$ cat src/rtl/axi_pack_conv_ax_nd_affine.sv
// ---------------------------------------------------------------------------
// axi_pack_conv_ax_nd_affine
//
// Purpose: walks an N-dimensional affine element pattern (base address plus
// per-dimension signed byte strides and bounds) and emits AXI AX requests.
// When dimension 0 is contiguous (stride == element size) elements are merged
// into INCR bursts that never cross a 4 KiB page or exceed MaxBurstBeats;
// otherwise every element becomes a single-beat burst. Each issued burst also
// pushes a metadata entry (byte offset, length, last flag) for a downstream
// packer.
//
// Ports:
//   clk_i, rst_ni        clock, asynchronous active-low reset
//   flush_i              abort the request currently being issued
//   req_*                request handshake and descriptor fields
//   ax_*                 AXI AX channel (address, len, size, id, burst)
//   meta_push_o/full_i   metadata queue push / backpressure
//   meta_offset_o        low address bits of the burst within a data word
//   meta_len_o           copy of ax_len_o
//   meta_last_o          burst completes the request
//   err_o                one-cycle pulse for a request with an illegal size
// ---------------------------------------------------------------------------
module axi_pack_conv_ax_nd_affine #(
  parameter int unsigned AddrWidth     = 48,
  parameter int unsigned DataWidth     = 64,
  parameter int unsigned IdWidth       = 4,
  parameter int unsigned NumDims       = 4,
  parameter int unsigned StrideWidth   = 20,
  parameter int unsigned BoundWidth    = 16,
  parameter int unsigned MaxBurstBeats = 256,
  localparam int unsigned OffLog       = $clog2(DataWidth / 8),
  localparam int unsigned OffWidth     = (OffLog > 0) ? OffLog : 1
) (
  input  logic                           clk_i,
  input  logic                           rst_ni,
  input  logic                           flush_i,
  input  logic                           req_valid_i,
  output logic                           req_ready_o,
  input  logic [AddrWidth-1:0]           req_addr_i,
  input  logic [2:0]                     req_size_i,
  input  logic [IdWidth-1:0]             req_id_i,
  input  logic [NumDims*BoundWidth-1:0]  req_bound_i,
  input  logic [NumDims*StrideWidth-1:0] req_stride_i,
  output logic                           ax_valid_o,
  input  logic                           ax_ready_i,
  output logic [AddrWidth-1:0]           ax_addr_o,
  output logic [7:0]                     ax_len_o,
  output logic [2:0]                     ax_size_o,
  output logic [IdWidth-1:0]             ax_id_o,
  output logic [1:0]                     ax_burst_o,
  output logic                           meta_push_o,
  input  logic                           meta_full_i,
  output logic [OffWidth-1:0]            meta_offset_o,
  output logic [7:0]                     meta_len_o,
  output logic                           meta_last_o,
  output logic                           err_o
);

  localparam int unsigned CntWidth = (BoundWidth + 1 > 13) ? BoundWidth + 1 : 13;

  typedef enum logic {IDLE, ISSUE} state_e;

  state_e                 state_q;
  logic [2:0]             size_q;
  logic [IdWidth-1:0]     id_q;
  logic                   err_q;
  logic [BoundWidth-1:0]  bound_q  [NumDims];
  logic [StrideWidth-1:0] stride_q [NumDims];
  logic [BoundWidth-1:0]  cnt_q    [NumDims];
  logic [BoundWidth-1:0]  cnt_d    [NumDims];
  // base_q[d]: address of the element with all dims below d at zero
  logic [AddrWidth-1:0]   base_q   [NumDims];
  logic [AddrWidth-1:0]   base_d   [NumDims];
  logic [AddrWidth-1:0]   ptr_q, ptr_d;

  logic                   contiguous, wrap0, lastBurst, carry, fire;
  logic [CntWidth-1:0]    remaining, pageRem, cand;
  logic [12:0]            pageRaw;
  logic [8:0]             beats;
  logic [AddrWidth-1:0]   step, newBase;

  function automatic logic [AddrWidth-1:0] sext(input logic [StrideWidth-1:0] s);
    return {{(AddrWidth - StrideWidth){s[StrideWidth-1]}}, s};
  endfunction

  // Burst length: limited by the rest of the dim-0 row, the beat cap and the
  // 4 KiB page. A misaligned element can make the page term zero; clamp to 1.
  always_comb begin
    contiguous = (stride_q[0] == (StrideWidth'(1) << size_q));
    remaining  = CntWidth'(bound_q[0]) - CntWidth'(cnt_q[0]) + CntWidth'(1);
    pageRaw    = (13'd4096 - {1'b0, ptr_q[11:0]}) >> size_q;
    pageRem    = CntWidth'(pageRaw);
    cand       = remaining;
    if (cand > CntWidth'(MaxBurstBeats)) cand = CntWidth'(MaxBurstBeats);
    if (cand > pageRem) cand = pageRem;
    if (cand == '0 || !contiguous) cand = CntWidth'(1);
    beats = 9'(cand);
    wrap0 = (cand == remaining);
  end

  always_comb begin
    lastBurst = wrap0;
    for (int d = 1; d < NumDims; d++) begin
      if (cnt_q[d] != bound_q[d]) lastBurst = 1'b0;
    end
  end

  // Next position after a fire. Dim 0 moves by the burst; when it wraps, the
  // lowest non-wrapping dim steps its base and every lower dim restarts there.
  always_comb begin
    cnt_d   = cnt_q;
    base_d  = base_q;
    ptr_d   = ptr_q;
    carry   = 1'b0;
    newBase = '0;
    step    = contiguous ? (AddrWidth'(beats) << size_q) : sext(stride_q[0]);
    if (!wrap0) begin
      cnt_d[0] = cnt_q[0] + BoundWidth'(beats);
      ptr_d    = ptr_q + step;
    end else begin
      cnt_d[0] = '0;
      carry    = 1'b1;
      for (int d = 1; d < NumDims; d++) begin
        if (carry) begin
          if (cnt_q[d] == bound_q[d]) begin
            cnt_d[d] = '0;
          end else begin
            cnt_d[d] = cnt_q[d] + BoundWidth'(1);
            newBase  = base_q[d] + sext(stride_q[d]);
            for (int j = 0; j < NumDims; j++) begin
              if (j <= d) base_d[j] = newBase;
            end
            ptr_d = newBase;
            carry = 1'b0;
          end
        end
      end
    end
  end

  assign req_ready_o   = (state_q == IDLE);
  assign ax_valid_o    = (state_q == ISSUE) && !meta_full_i;
  assign fire          = ax_valid_o && ax_ready_i;
  assign ax_addr_o     = ptr_q;
  assign ax_len_o      = 8'(beats - 9'd1);
  assign ax_size_o     = size_q;
  assign ax_id_o       = id_q;
  assign ax_burst_o    = 2'b01;
  assign meta_push_o   = fire;
  assign meta_offset_o = ptr_q[OffWidth-1:0];
  assign meta_len_o    = ax_len_o;
  assign meta_last_o   = lastBurst;
  assign err_o         = err_q;

  // Request FSM; a flush wins over staying in ISSUE but a same-cycle fire
  // still advances the counters.
  always_ff @(posedge clk_i or negedge rst_ni) begin
    if (!rst_ni) begin
      state_q <= IDLE;
      size_q  <= '0;
      id_q    <= '0;
      err_q   <= 1'b0;
      ptr_q   <= '0;
      for (int d = 0; d < NumDims; d++) begin
        bound_q[d]  <= '0;
        stride_q[d] <= '0;
        cnt_q[d]    <= '0;
        base_q[d]   <= '0;
      end
    end else begin
      err_q <= 1'b0;
      case (state_q)
        IDLE: begin
          if (req_valid_i) begin
            size_q <= req_size_i;
            id_q   <= req_id_i;
            ptr_q  <= req_addr_i;
            for (int d = 0; d < NumDims; d++) begin
              bound_q[d]  <= req_bound_i[d*BoundWidth +: BoundWidth];
              stride_q[d] <= req_stride_i[d*StrideWidth +: StrideWidth];
              cnt_q[d]    <= '0;
              base_q[d]   <= req_addr_i;
            end
            if (req_size_i > 3'(OffLog)) err_q <= 1'b1;
            else                         state_q <= ISSUE;
          end
        end
        ISSUE: begin
          if (fire) begin
            cnt_q  <= cnt_d;
            base_q <= base_d;
            ptr_q  <= ptr_d;
            if (lastBurst) state_q <= IDLE;
          end
          if (flush_i) state_q <= IDLE;
        end
        default: state_q <= IDLE;
      endcase
    end
  end

endmodule

$ cat config.mk
export PLATFORM = sky130hd
export DESIGN_NAME = axi_pack_conv_ax_nd_affine
export DESIGN_NICKNAME = d
export VERILOG_FILES = /design/src/rtl/axi_pack_conv_ax_nd_affine.sv
export SDC_FILE = /design/constraint.sdc
export NUM_CORES = 2
export LEC_CHECK = 0
export CAP_MARGIN = 5
export CORE_MARGIN = 8
export CORE_UTILIZATION = 31
export DETAILED_ROUTE_END_ITERATION = 8
export DONT_BUFFER_PORTS = 1
export GPL_TIMING_DRIVEN = 0
export PLACE_DENSITY = 0.56
export SYNTH_ARGS = -nofsm -noshare
export SYNTH_HDL_FRONTEND = slang
export SYNTH_SLANG_ARGS = --single-unit
$ cat constraint.sdc
create_clock -name clk_i -period 9 [get_ports clk_i]
set_input_delay 1.8 -clock clk_i [delete_from_list [all_inputs] [get_ports clk_i]]
set_output_delay 1.8 -clock clk_i [all_outputs]
set_load 0.02 [all_outputs]
# == Word-level counts from Yosys, hierarchy flattened ==
# Index checks and enable logic that the tools add are counted.
# word_totals
inputBits,205
rom_bits,0
output_inout_bits,81
mem_bits_rw,0
latchBits,0
register_bits,457
word_cells,115
memories,0
# classes
n_addsub,12
magnitude_cmp,3
div,0
n_eq_ne,14
shift,3
bitwise,1
reduce_logical,12
n_mux,49
mul,0
# ops
operator,count
$mux 192,5
$mux 48,10
$pmux 192 s2,1
$mux 144,2
$add 48x48->48,4
$mux 64,2
$pmux 64 s2,1
$mux 16,6
$mux 96,1
$pmux 48 s2,1
$mux 17,3
$add 16x1->16 const B,3
$eq 16x16->1,3
$ne 16x16->1,3
$shl 9x3->48,1
$eq 20x20->1,1
$shl 1x3->20 const A,1
$add 17x1->17 const B,1
$eq 17x17->1,1
$gt 17x13->1,1
$gt 17x9->1 const B,1
$logic_not 17->1,1
$sub 16x16->17,1
$add 16x9->16,1
other kinds (16),39

# == Logic depth before layout (Yosys ltp) ==
# logic_depth
depth_word,17
ltp_mapped,44
mapped_depth_nobuf,41

# == Worst setup path before layout ==
# OpenSTA, ideal clock, no wires.
# synth_timing
path_kind,register to register
startpoint,register cnt_q[49] (netlist bit)
endpoint,register ptr_q[47] (netlist: ax_addr_o[47])
period_less_slack_ns,9.123
path_buffers,2
t_required_ns,8.880
t_arrival_ns,9.003
stages_incl_launch_ff,42
setup_ns,0.120
slack_ns,-0.123
path_cell_list,dfrtp_1 ha_1 inv_1 ha_1 fa_1 a211o_1 a31oi_2 xnor2_1 o41a_1 nor3_4 and2_0 clkbuf_1 nand2_1 ha_1 a21oi_1 nor2_1 a211o_1 o21ai_1 (+6 left out) mux2_2 mux2_2 nor2_1 or3_1 ha_1 a21o_1 a21o_1 a21o_1 a31oi_1 a2111o_1 and2_1 a211oi_1 nor3_1 o21ai_0 a2111oi_0 a41o_1 o31ai_1 a31o_2
# synth_between
elab_chain_cells,15
elab_cells_between_ends,16
cone_classes,add/sub: 3; order compare: 2; eq/ne: 1; shift: 1; mux: 7; reduce/logical: 2
# synth_rtl
element,line_no,text
start: declaration,69,logic [BoundWidth-1:0] cnt_q [NumDims];
start signal: assignment,190,cnt_q <= cnt_d;
$sub 16x16->17 (*),90,remaining = CntWidth'(bound_q[0]) - CntWidth'(cnt_q[0]) + CntWidth'(1);
$add 17x1->17 (*),90,
$gt 17x9->1,94,if (cand > CntWidth'(MaxBurstBeats)) cand = CntWidth'(MaxBurstBeats);
$mux 17,94,
$gt 17x13->1,95,if (cand > pageRem) cand = pageRem;
$mux 17,95,
$logic_not 17->1,96,if (cand == '0 || !contiguous) cand = CntWidth'(1);
$logic_or 1x1->1,96,
$mux 17,96,
$shl 9x3->48,116,step = contiguous ? (AddrWidth'(beats) << size_q) : sext(stride_q[0]);
$mux 48,116,
$add 48x48->48,119,ptr_d = ptr_q + step;
$mux 48 (*),117,if (!wrap0) begin
$mux 48 (*),189,if (fire) begin
$pmux 48 s2 (*),172,case (state_q)
end signal: assignment,177,ptr_q <= req_addr_i;
end signal: assignment,192,ptr_q <= ptr_d;
end: declaration,74,"logic [AddrWidth-1:0] ptr_q, ptr_d;"
# Mark *: on every way between the ends. The rest lies on a longest branch, timed or not. The select of a mux whose other input is x is not followed.
# A chain may end at the register's enable or synchronous reset.

# == Worst setup path after layout ==
# layout_timing
startpoint,register cnt_q[49] (netlist bit)
endpoint,output port meta_len_o[6]
# layout_between
elab_chain_cells,10
# layout_rtl
element,line_no,text
$sub 16x16->17 (*),90,
$add 17x1->17 (*),90,
$gt 17x9->1,94,
$mux 17 (*),94,
$gt 17x13->1,95,
$mux 17 (*),95,
$logic_not 17->1,96,
$logic_or 1x1->1,96,
$mux 17 (*),96,
$sub 8x1->8 (*),145,assign ax_len_o = 8'(beats - 9'd1);
end: declaration,54,"output logic [7:0] meta_len_o,"
# Mark *: on every way between the ends. The rest lies on a longest branch, timed or not.

==> out/qor.tcl <==
set qor(crit_path_start_kind) {register}
set qor(antenna_found_initial) 35
set qor(synth-edff-count) 0
set qor(crit_path_required_time_ns) 7.20
set qor(rsz_0062_raised_after_global_routing) {true}
set qor(detailroute.via_count) 33400
set qor(antenna_left) 0
set qor(postCtsHoldBufs) 0
set qor(leakage_uw) 0.0173
set qor(layout_min_cycle_time_ns) 9.03
set qor(worstSetupStartpoint) {cnt_q[49]}
set qor(die_area_um2) 118000
set qor(violations) {setup timing}
set qor(place.gp.congestion) 0.980
set qor(count_of_maximum_capacitance_violations) 0
set qor(finalWirelength_um) 148000
set qor(via_per_inst) 5.82
set qor(gr-max-usage-layer) {met2}
set qor(slowest_stage) {sky130_fd_sc_hd__o41a_1}
set qor(mostFrequentLayoutCell) {sky130_fd_sc_hd__nand2_1}
set qor(timing.rr.start) {cnt_q[49]}
set qor(drc) 0
set qor(floorplan.rows) 120
set qor(dpl.hpwl_um) 117000
set qor(timing.hold.ws_ns) 0.479
set qor(first_global_vias) 31700
set qor(powerDensity_nw_per_um2) 293
set qor(detail_route.first_pass.iterations) 8
set qor(die_w_um) 344
set qor(nFillCells) 11200
set qor(synth.yosys.warnings) 0
set qor(synthDominantAreaCellType) {sky130_fd_sc_hd__dfrtp_1}
set qor(max_stage_delay_ns) 0.48
set qor(post-route-cell-area_um2) 38200
set qor(start_util_pct) 31.2
set qor(drt_iter0_markers) 2979
set qor(tritoncts) {done}
set qor(use_met3_pct) 8.02
set qor(asyncSetResetFlopFracSynth_pct) 100
set qor(totalPowerFinal_uw) 11200
set qor(clk_sink_count) 409
set qor(syn-instance-count) 4153
set qor(floorplan.die.height_um) 344
set qor(area.sequential_um2) 10200
set qor(design.portCount) 286
set qor(worstPathMaxFanout) 6
set qor(run_status) {finished with violations}
set qor(final_min_period_over_clock_period_pct) 100
set qor(ctsHtreeMaxLevel) 2
set qor(fmaxAchievable_mhz) 111
set qor(synth_top_area_share_pct) 30.7
set qor(grt_max_degree) 410
set qor(synth_cell_types) 108
set qor(syn_avg_cell_area_um2) 8.02
set qor(crit_path_end_kind) {primary output}
set qor(max-vdd-ir-drop_mv) 0.172
set qor(groute.layer.met2.usage_pct) 37.4
set qor(synth.top_cells.by_area) {sky130_fd_sc_hd__dfrtp_1, sky130_fd_sc_hd__ha_1, sky130_fd_sc_hd__nand2_1}
set qor(multi_input_area_um2) 22400
set qor(timing.setup.critical_path_class) {reg -> out}
set qor(synth_flop_cell) {sky130_fd_sc_hd__dfrtp_1}
set qor(cp_data_arrival_time_ns) 7.23
set qor(timing.final.ws_setup_ns) -0.0261
set qor(cts.clk_slew.worst_paths_ns) 0.06
set qor(sequential_fraction_of_the_synthesis_area_pct) 30.7
set qor(routedWlPerCell_um) 25.9
set qor(r2r_slack_ns) 0.12
set qor(final-setup-viol-count) 1
set qor(final_net_count) 4724
set qor(tightestPinTransition_ns) 1.38
set qor(endpoint) {meta_len_o[6]}
set qor(insertion_delay_ns) 0.67
set qor(hold_viol_final) 0
set qor(synth.cell_area_um2) 33300
set qor(place.port_buffers) 0
set qor(drive_gt1_share_pct) 8.68
set qor(worst_path_most_repeated_cell) {sky130_fd_sc_hd__ha_4}
set qor(min-delay-path-class) {reg -> reg}
set qor(core-area_um2) 107000
set qor(grt_pass1_wl_um) 212000
set qor(grt_remaining_overflow) 0
set qor(root_buffer) {sky130_fd_sc_hd__clkbuf_16}
set qor(layout_common_cells) {sky130_fd_sc_hd__nand2_1, sky130_fd_sc_hd__dfrtp_1, sky130_fd_sc_hd__a21oi_1}
set qor(global_route.usage.met1_pct) 30.0
set qor(fin_skew_ns) 0.0400
set qor(dpl-instance-area_um2) 35200
set qor(rr_endpoint) {ax_addr_o[41]}
set qor(area.growth.synth_to_final_pct) 14.9
set qor(synthesized_flop_and_latch_total) 409
set qor(timing.final.max_slew_violations) 0
set qor(rr_worst_depth) 41
set qor(grt_use_total_pct) 24.0
set qor(fin_tns_setup_ns) -0.0261
set qor(cts_buf_count) 51
set qor(slew_headroom_pct) 8.16
set qor(cts_buffer_depth) 3
==> how the worst min path moves through the flow <==
stage / startpoint / to / slack (ns) / cells past startpoint
floorplan: base_q[100] / base_q[100] / 0.44 / 2
global placement: base_q[82] / base_q[82] / 0.46 / 1
detailed placement: bound_q[50] / bound_q[50] / 0.47 / 2
CTS: base_q[83] / base_q[83] / 0.49 / 1
global route: base_q[79] / base_q[79] / 0.49 / 1
finish: base_q[74] / base_q[74] / 0.48 / 1
==> where the power goes <==
part           switching (µW)  internal, µW
registers                 628          2240
logic                    3760          2370
clock network             938          1260
==> sequential cells by signal, indices dropped and copies added (netlist names) <==
name	cells
base_q	144
stride_q	80
bound_q	64
cnt_q	64
ax_addr_o	48
ax_id_o	4
ax_size_o	3
err_o	1
state_q	1
==> cells in the mapped netlist (37+ instances only) <==
library cell,count
sky130_fd_sc_hd__nand2b_1,53
sky130_fd_sc_hd__a22o_1,48
sky130_fd_sc_hd__xnor2_1,129
sky130_fd_sc_hd__a21oi_1,342
sky130_fd_sc_hd__a31oi_1,69
sky130_fd_sc_hd__clkbuf_1,147
sky130_fd_sc_hd__o21a_1,54
sky130_fd_sc_hd__nand2_1,723
sky130_fd_sc_hd__o31ai_1,37
sky130_fd_sc_hd__dfrtp_1,409
sky130_fd_sc_hd__nor2b_1,58
sky130_fd_sc_hd__nor2_1,278
sky130_fd_sc_hd__inv_1,110
sky130_fd_sc_hd__and3_1,58
sky130_fd_sc_hd__nand3_1,81
sky130_fd_sc_hd__a21o_1,141
sky130_fd_sc_hd__o21ai_0,318
sky130_fd_sc_hd__a211oi_1,48
sky130_fd_sc_hd__xor2_1,127
sky130_fd_sc_hd__ha_1,246
==> cells by family (layout without fill, tap and decap cells) <==
family	count (synthesis)	after routing	share of synthesized area, %
adder cells (fa/ha/maj)	252	252	9.61
AO/OA/AOI/OAI	1400	1400	27.4
flip-flops	409	409	30.7
XOR/XNOR	256	256	6.74
multiplexers	44	44	1.40
AND/OR/NAND/NOR	1461	1461	20.0
buffers and inverters	329	479	4.15
other	2	34	0.0226
==> layout make-up <==
| class | count | area share [%] |
|---|---|---|
| Buffer | 211 | 2.62 |
| Inverter | 113 | 1.12 |
| Tap cell | 1403 | 4.59 |
| Timing Repair Buffer | 62 | 1.46 |
| Multi-Input combinational cell | 3419 | 58.7 |
| Clock buffer | 63 | 3.67 |
| Sequential cell | 409 | 26.8 |
| Clock inverter | 30 | 0.923 |
| Antenna cell | 28 | 0.183 |
==> per-stage QoR <==
step | setup WS [ns] | instances | util [%]
2_1_floorplan | 0.0420 | 4157 | -
3_3_place_gp | -2.07 | 5560 | 32.9
3_5_place_dp | -2.03 | 5563 | 32.9
4_1_cts | 0.00721 | 5678 | 35.2
5_1_grt | -0.186 | 5720 | 35.8
6_report | -0.0261 | 5738 | 35.8
==> routing by layer <==
metal,vias to the layer above,part of all wire (%)
met5,-,0.061
met4,12,4.8
met3,339,11
met2,1557,43
met1,16200,41
li1,15300,-
==> critical path: cells and delay by family, from the launching register on <==
| family | cells | cell delay, ns |
|---|---|---|
| AO/OA/AOI/OAI | 8 | 2.16 |
| adder cells (fa/ha/maj) | 5 | 1.34 |
| AND/OR/NAND/NOR | 8 | 1.16 |
| buffers and inverters | 5 | 0.83 |
| flip-flops | 1 | 0.45 |
| XOR/XNOR | 2 | 0.39 |
| multiplexers | 1 | 0.23 |
==> what timing repair did <==
action,CTS,global route
setup buffers,25,35
pin swaps,33,57
setup endpoints to repair,58,24
cloned,0,0
gates resized for setup,93,86
Power figures use the tool's default switching activity.
